## src/rtl/tx_defs.sv

```systemverilog
// tx_defs: state encodings, framing constants and half-symbol length helper for the backscatter transmitter
package tx_defs;

    typedef enum logic [2:0] {
        S_IDLE,
        S_PILOT,
        S_PREAMBLE,
        S_DATA,
        S_DUMMY,
        S_DONE
    } state_t;

    localparam int PILOT_HALVES = 24;
    localparam int PRE_HALVES   = 12;

    // Preamble half-symbol levels; bit i is emitted i-th: 1,1,0,1,0,0,1,0,0,0,1,1 (carries the FM0 violation)
    localparam logic [11:0] PRE_PAT = 12'hC4B;

    // Half-symbol length: TRcal/16 for DR 8, TRcal*3/128 for DR 64/3, kept to 6 bits and never below 1
    function automatic logic [5:0] calc_hp(input logic [9:0] trcal, input logic dr);
        logic [5:0] h;
        h = 6'(dr ? (12'(trcal) * 12'd3) >> 7 : 12'(trcal) >> 4);
        return (h == 6'd0) ? 6'd1 : h;
    endfunction

endpackage

```

## src/rtl/tx_blfgen.sv

```systemverilog
// tx_blfgen: freezes the half-symbol length at reply start and times every half-symbol
module tx_blfgen
    import tx_defs::*;
(
    input  logic       clk,
    input  logic       reset,
    input  logic       load,
    input  logic [9:0] trcal,
    input  logic       dr,
    input  logic       run,
    output logic       tick,
    output logic [5:0] hp
);

    logic [5:0] hp_q;
    logic [5:0] cnt_q, cnt_d;

    assign hp   = hp_q;
    assign tick = run && (cnt_q == hp_q - 6'd1);

    // Counter rests at 0 while stopped so the first half after a start is a full hp cycles long
    always_comb cnt_d = (!run || tick) ? 6'd0 : cnt_q + 6'd1;

    // Half length is captured once per reply; the counter wraps on every half-symbol boundary
    always_ff @(posedge clk or posedge reset) begin
        if (reset) begin
            hp_q  <= 6'd0;
            cnt_q <= 6'd0;
        end else begin
            if (load) hp_q <= calc_hp(trcal, dr);
            cnt_q <= cnt_d;
        end
    end

endmodule

```

## src/rtl/tx.sv

```systemverilog
// tx: FM0 backscatter reply sequencer (pilot, preamble, payload, dummy-1) driving the modulator level
module tx
    import tx_defs::*;
(
    input  logic       clk,
    input  logic       reset,
    input  logic       start,
    input  logic [9:0] trcal,
    input  logic       dr,
    input  logic       trext,
    input  logic       bitin,
    input  logic       lastbit,
    output logic       txout,
    output logic       bitack,
    output logic       busy,
    output logic       done
);

    state_t     state_q;
    logic [4:0] idx_q;
    logic       first_q;
    logic       bit_q;
    logic       last_q;
    logic       tick;
    logic       load;
    logic       run;
    logic [5:0] hp;

    assign load = (state_q == S_IDLE) && start;
    // Half timing starts only once the first level is on the line and a valid length is loaded
    assign run  = busy && !first_q && (hp != 6'd0);

    tx_blfgen u_blfgen (
        .clk   (clk),
        .reset (reset),
        .load  (load),
        .trcal (trcal),
        .dr    (dr),
        .run   (run),
        .tick  (tick),
        .hp    (hp)
    );

    // Reply sequencer; idx_q counts halves in PILOT/PREAMBLE and marks the mid-symbol in DATA/DUMMY
    always_ff @(posedge clk or posedge reset) begin
        if (reset) begin
            state_q <= S_IDLE;
            idx_q   <= 5'd0;
            first_q <= 1'b0;
            bit_q   <= 1'b0;
            last_q  <= 1'b0;
            txout   <= 1'b0;
            bitack  <= 1'b0;
            busy    <= 1'b0;
            done    <= 1'b0;
        end else begin
            bitack <= 1'b0;
            done   <= 1'b0;
            case (state_q)
                S_IDLE: if (start) begin
                    busy    <= 1'b1;
                    first_q <= 1'b1;
                    idx_q   <= 5'd0;
                    state_q <= trext ? S_PILOT : S_PREAMBLE;
                end
                S_PILOT: if (first_q) begin
                    txout   <= 1'b1;
                    first_q <= 1'b0;
                end else if (tick) begin
                    if (idx_q == 5'(PILOT_HALVES - 1)) begin
                        state_q <= S_PREAMBLE;
                        idx_q   <= 5'd0;
                        txout   <= PRE_PAT[0];
                    end else begin
                        idx_q <= idx_q + 5'd1;
                        txout <= ~txout;
                    end
                end
                S_PREAMBLE: if (first_q) begin
                    txout   <= PRE_PAT[0];
                    first_q <= 1'b0;
                end else if (tick) begin
                    if (idx_q == 5'(PRE_HALVES - 1)) begin
                        state_q <= S_DATA;
                        idx_q   <= 5'd0;
                        bit_q   <= bitin;
                        last_q  <= lastbit;
                        bitack  <= 1'b1;
                        txout   <= ~txout;
                    end else begin
                        idx_q <= idx_q + 5'd1;
                        txout <= PRE_PAT[4'(idx_q + 5'd1)];
                    end
                end
                S_DATA: if (tick) begin
                    if (!idx_q[0]) begin
                        idx_q <= 5'd1;
                        txout <= bit_q ? txout : ~txout;
                    end else if (last_q) begin
                        state_q <= S_DUMMY;
                        idx_q   <= 5'd0;
                        txout   <= ~txout;
                    end else begin
                        idx_q  <= 5'd0;
                        bit_q  <= bitin;
                        last_q <= lastbit;
                        bitack <= 1'b1;
                        txout  <= ~txout;
                    end
                end
                S_DUMMY: if (tick) begin
                    if (!idx_q[0]) begin
                        idx_q <= 5'd1;
                    end else begin
                        state_q <= S_DONE;
                        idx_q   <= 5'd0;
                        done    <= 1'b1;
                        txout   <= 1'b0;
                        busy    <= 1'b0;
                    end
                end
                default: state_q <= S_IDLE;
            endcase
        end
    end

endmodule

```

## config.mk

```make
export PLATFORM = sky130hd
export DESIGN_NAME = tx
export DESIGN_NICKNAME = d
export VERILOG_FILES = /design/src/rtl/tx_defs.sv /design/src/rtl/tx_blfgen.sv /design/src/rtl/tx.sv
export SDC_FILE = /design/constraint.sdc
export NUM_CORES = 1
export LEC_CHECK = 0
export ABC_AREA = 0
export BUFFER_PORTS_ARGS = -buffer_cell sky130_fd_sc_hd__buf_2
export CAP_MARGIN = 20
export CORE_ASPECT_RATIO = 1.25
export CORE_MARGIN = 3
export CORE_UTILIZATION = 62
export CTS_BUF_LIST = sky130_fd_sc_hd__clkbuf_2 sky130_fd_sc_hd__clkbuf_4 sky130_fd_sc_hd__clkbuf_8
export CTS_CLUSTER_SIZE = 24
export DETAILED_ROUTE_END_ITERATION = 8
export MAX_ROUTING_LAYER = met4
export PLACE_DENSITY = 0.81
export SETUP_SLACK_MARGIN = 0.02
export SLEW_MARGIN = 30
export SYNTH_ARGS = -nofsm -noshare
export SYNTH_HDL_FRONTEND = slang
export SYNTH_SLANG_ARGS = --single-unit
```

## constraint.sdc

```tcl
create_clock -name clk -period 3.75 [get_ports clk]
set_input_delay 0.1875 -clock clk [delete_from_list [all_inputs] [get_ports clk]]
set_output_delay 0.1875 -clock clk [all_outputs]
set_load 0.005 [all_outputs]
```

==> summary.txt <==
CTS tree: built
Top Ports: 21
first-pass GRT wire length: 8540 um
Synth cell types: 52
mux contribution to synthesized area: 2.83%
Crit path required time: 3.93 ns
Sw Pwr: 0.140 mW
critical path launch point type: register
pre-CTS setup slack: 1.01 ns
minimum clock period after layout: 2.76 ns
die area: 4320 um^2
Setup WS post-layout: 0.987 ns
Clock Latency Late Sink: 0.28 ns
Worst Hold Class: in -> reg
clock transition at the registers of the reported paths: 0.10 ns
PwrDens: 226 nW/um^2
hpwl dp: 3650 um
leak pwr: 1.07 nW
CTS H-tree depth: 1
cell area after synthesis: 2210 um^2
Worst setup startpoint: u_blfgen.hp[2]
IO Port Bufs: 20
CP max FO: 8
average wire per standard cell: 15.1 um
run status: complete, no violations
largest net degree at the start of global routing: 28
Crit. End Element: register
Most used DFF post-synth: dfrtp_1
Synth warnings: 0
TritonCTS Sinks: 27
Yosys reg bits: 27
Worst Skew: 0.00480 ns
fin util: 71.5%
clock power share: 32.2%
final net count: 310
drt pass-1 iters: 4
commonest non-fill, non-tap cell in the layout: dfrtp_1
# fillers: 289
die height: 72.7 um
Final TNS setup: 0 ns
max-slew violations: 0
Crit Reg-Reg Startpoint: u_blfgen.hp[2]
Seq pwr share: 54.5%
initial antenna violation count: 0
post-synthesis average cell area: 8.47 um^2
most frequent cells in the layout: dfrtp_1, nand2_1, buf_2
FMAX: 362 MHz
GRT overflow: 0
ys async rst share: 100%
simple-gate portion of the synthesized area: 23.8%
Worst slew margin: 51.6%
via count: 2006
share of cells above drive strength 1: 15.2%
Worst EP arrival: 2.94 ns
Resized cells post-CTS: 0
cts bufs inserted: 3
gpl congestion: 0.901
Min Hold Slack: 0.135 ns
total wire length: 4730 um
count of final setup violators: 0
RSZ-0062 raised after global routing: false
post-synthesis cell count: 261
largest family of logic cells by synthesized area: simple AND/OR/NAND/NOR gates
effective utilization at floorplan: 66.8%
Comb pwr share: 13.4%
Max VDD drop: 202 uV
syn nets: 294
Die X: 59.4 um
Syn-to-layout area delta: 7.13%
Starting DRT DRC Count: 92
vias in the first global route: 1911
Max Root-Sink Buffers: 2
# Max-Cap Violations: 0
post-synthesis xor/xnor area fraction: 7.13%
Clock Tree Root: clkbuf_8
DR DRC count: 0
Rows: 23
Worst Setup Path Type: reg -> reg
Post-synth EDFFs: 0
Synth Area in Adders: 9.06%
hold_sp: bitin
internal power: 0.394 mW
diode count: 0
final hold vios: 0
antenna-violating nets left: 0
Compound-Gate Fraction of Synth Area: 21.5%
sequential-to-total area share from yosys stat: 30.6%
fin crit share: 73.7%
slew at the pin closest to its max-slew limit: 0.707 ns
vias per inst: 6.41
All-Layer GR Usage: 25.7%
Net Sw Frac: 26.3%
core area: 3310 um^2
-- final timing paths --
kind,end,slack (ns),depth (start not counted)
worst min-delay path,bit_q,0.13,2
worst min register to register,bit_q,0.54,1
min in group asynchronous,txout,0.49,3
max in group asynchronous,u_blfgen.hp[3],2.88,3
worst max register to register,txout,0.99,6
worst max-delay path,txout,0.99,6
-- critical path: stages (launching register included) --
cell and delay (ns):
dfrtp_1 0.45, or3_4 0.42, or4_4 0.44, a2111oi_4 0.49, and3_2 0.35, a41o_2 0.20
mux2_2 0.32
-- state kept, by name (all words and copies together), names as in the netlist --
signal / flops
u_blfgen.cnt_q: 6
u_blfgen.hp: 6
idx_q: 5
state_q: 3
bit_q: 1
bitack: 1
busy: 1
done: 1
first_q: 1
last_q: 1
txout: 1
-- area by class of cell --
type | count | area, um^2 | share of cell area [%]
timing repair buffer | 21 | 110 | 4.65
clock buffer | 3 | 41.3 | 1.74
clock inverter | 1 | 5.00 | 0.211
tap | 37 | 46.3 | 1.96
sequential | 27 | 676 | 28.5
inverter | 18 | 67.6 | 2.85
multi-input combinational | 206 | 1420 | 60.0
-- metal layers --
| layer | wire length [um] | vias up | share of wire (%) | track usage (%) |
|---|---|---|---|---|
| li1 | - | 988 | - | - |
| met1 | 2100 | 954 | 44 | 33.5 |
| met2 | 2370 | 54 | 50 | 40.7 |
| met3 | 171 | 10 | 3.6 | 2.65 |
| met4 | 85 | 0 | 1.8 | 9.32 |
| met5 | 0 | - | 0 | - |
-- Yosys cell counts (2+ instances only) --
master / number / share of area [%]
o221ai_1: 2 / 0.79
o22ai_1: 3 / 0.85
nor3b_1: 2 / 0.68
inv_1: 18 / 3.1
clkbuf_1: 8 / 1.4
nand3_1: 13 / 2.9
and3_1: 3 / 0.85
mux2_2: 2 / 1.0
a21boi_0: 3 / 1.0
xnor2_1: 11 / 4.4
o32ai_1: 2 / 0.79
a211oi_1: 4 / 1.4
and3_2: 3 / 1.0
nor2b_1: 4 / 1.1
o31ai_1: 2 / 0.68
dfrtp_1: 27 / 31
or3_1: 2 / 0.57
a31o_2: 3 / 1.2
a31oi_1: 2 / 0.57
xor2_1: 7 / 2.8
a41o_2: 3 / 1.5
a21oi_1: 15 / 3.4
nor2_1: 19 / 3.2
mux2i_1: 4 / 1.8
nand2b_1: 7 / 2.0
nor3_1: 10 / 2.3
nand2_1: 20 / 3.4
o21ai_0: 14 / 3.2
ha_1: 16 / 9.1
nand4_1: 6 / 1.7
and2_1: 5 / 1.4
-- metrics by stage --
stage,instances,instance area (um^2),total power [mW]
after global placement,308,2310,0.366
after global routing,313,2370,0.557
final,313,2370,0.534
after detailed placement,308,2310,0.367
after CTS,313,2370,0.536
after floorplan,261,2210,0.343
-- timing repair --
item / 4_1_cts / 5_1_grt
hold endpoints to repair: 27 / 0
setup buffers: 0 / 0
setup endpoints to repair: 0 / 0
hold buffers: 1 / 0
-- logic make-up after synthesis --
family,after synthesis
and+or+nand+nor,100
AOI/OAI and AO/OA,66
buffers and inverters,28
DFF,27
xor gates and xnor gates,18
adders and majority gates,16
muxes,6
-- power by group through the flow --
stage | combinational, mW | clock, mW | sequential (mW)
4_1_cts | 0.0720 | 0.173 | 0.291
2_1_floorplan | 0.0465 | 0 | 0.297
5_1_grt | 0.0827 | 0.183 | 0.291
3_5_place_dp | 0.0708 | 0 | 0.297
6_report | 0.0713 | 0.172 | 0.291
3_3_place_gp | 0.0689 | 0 | 0.297
No activity file was read; power rests on OpenSTA's default activity.
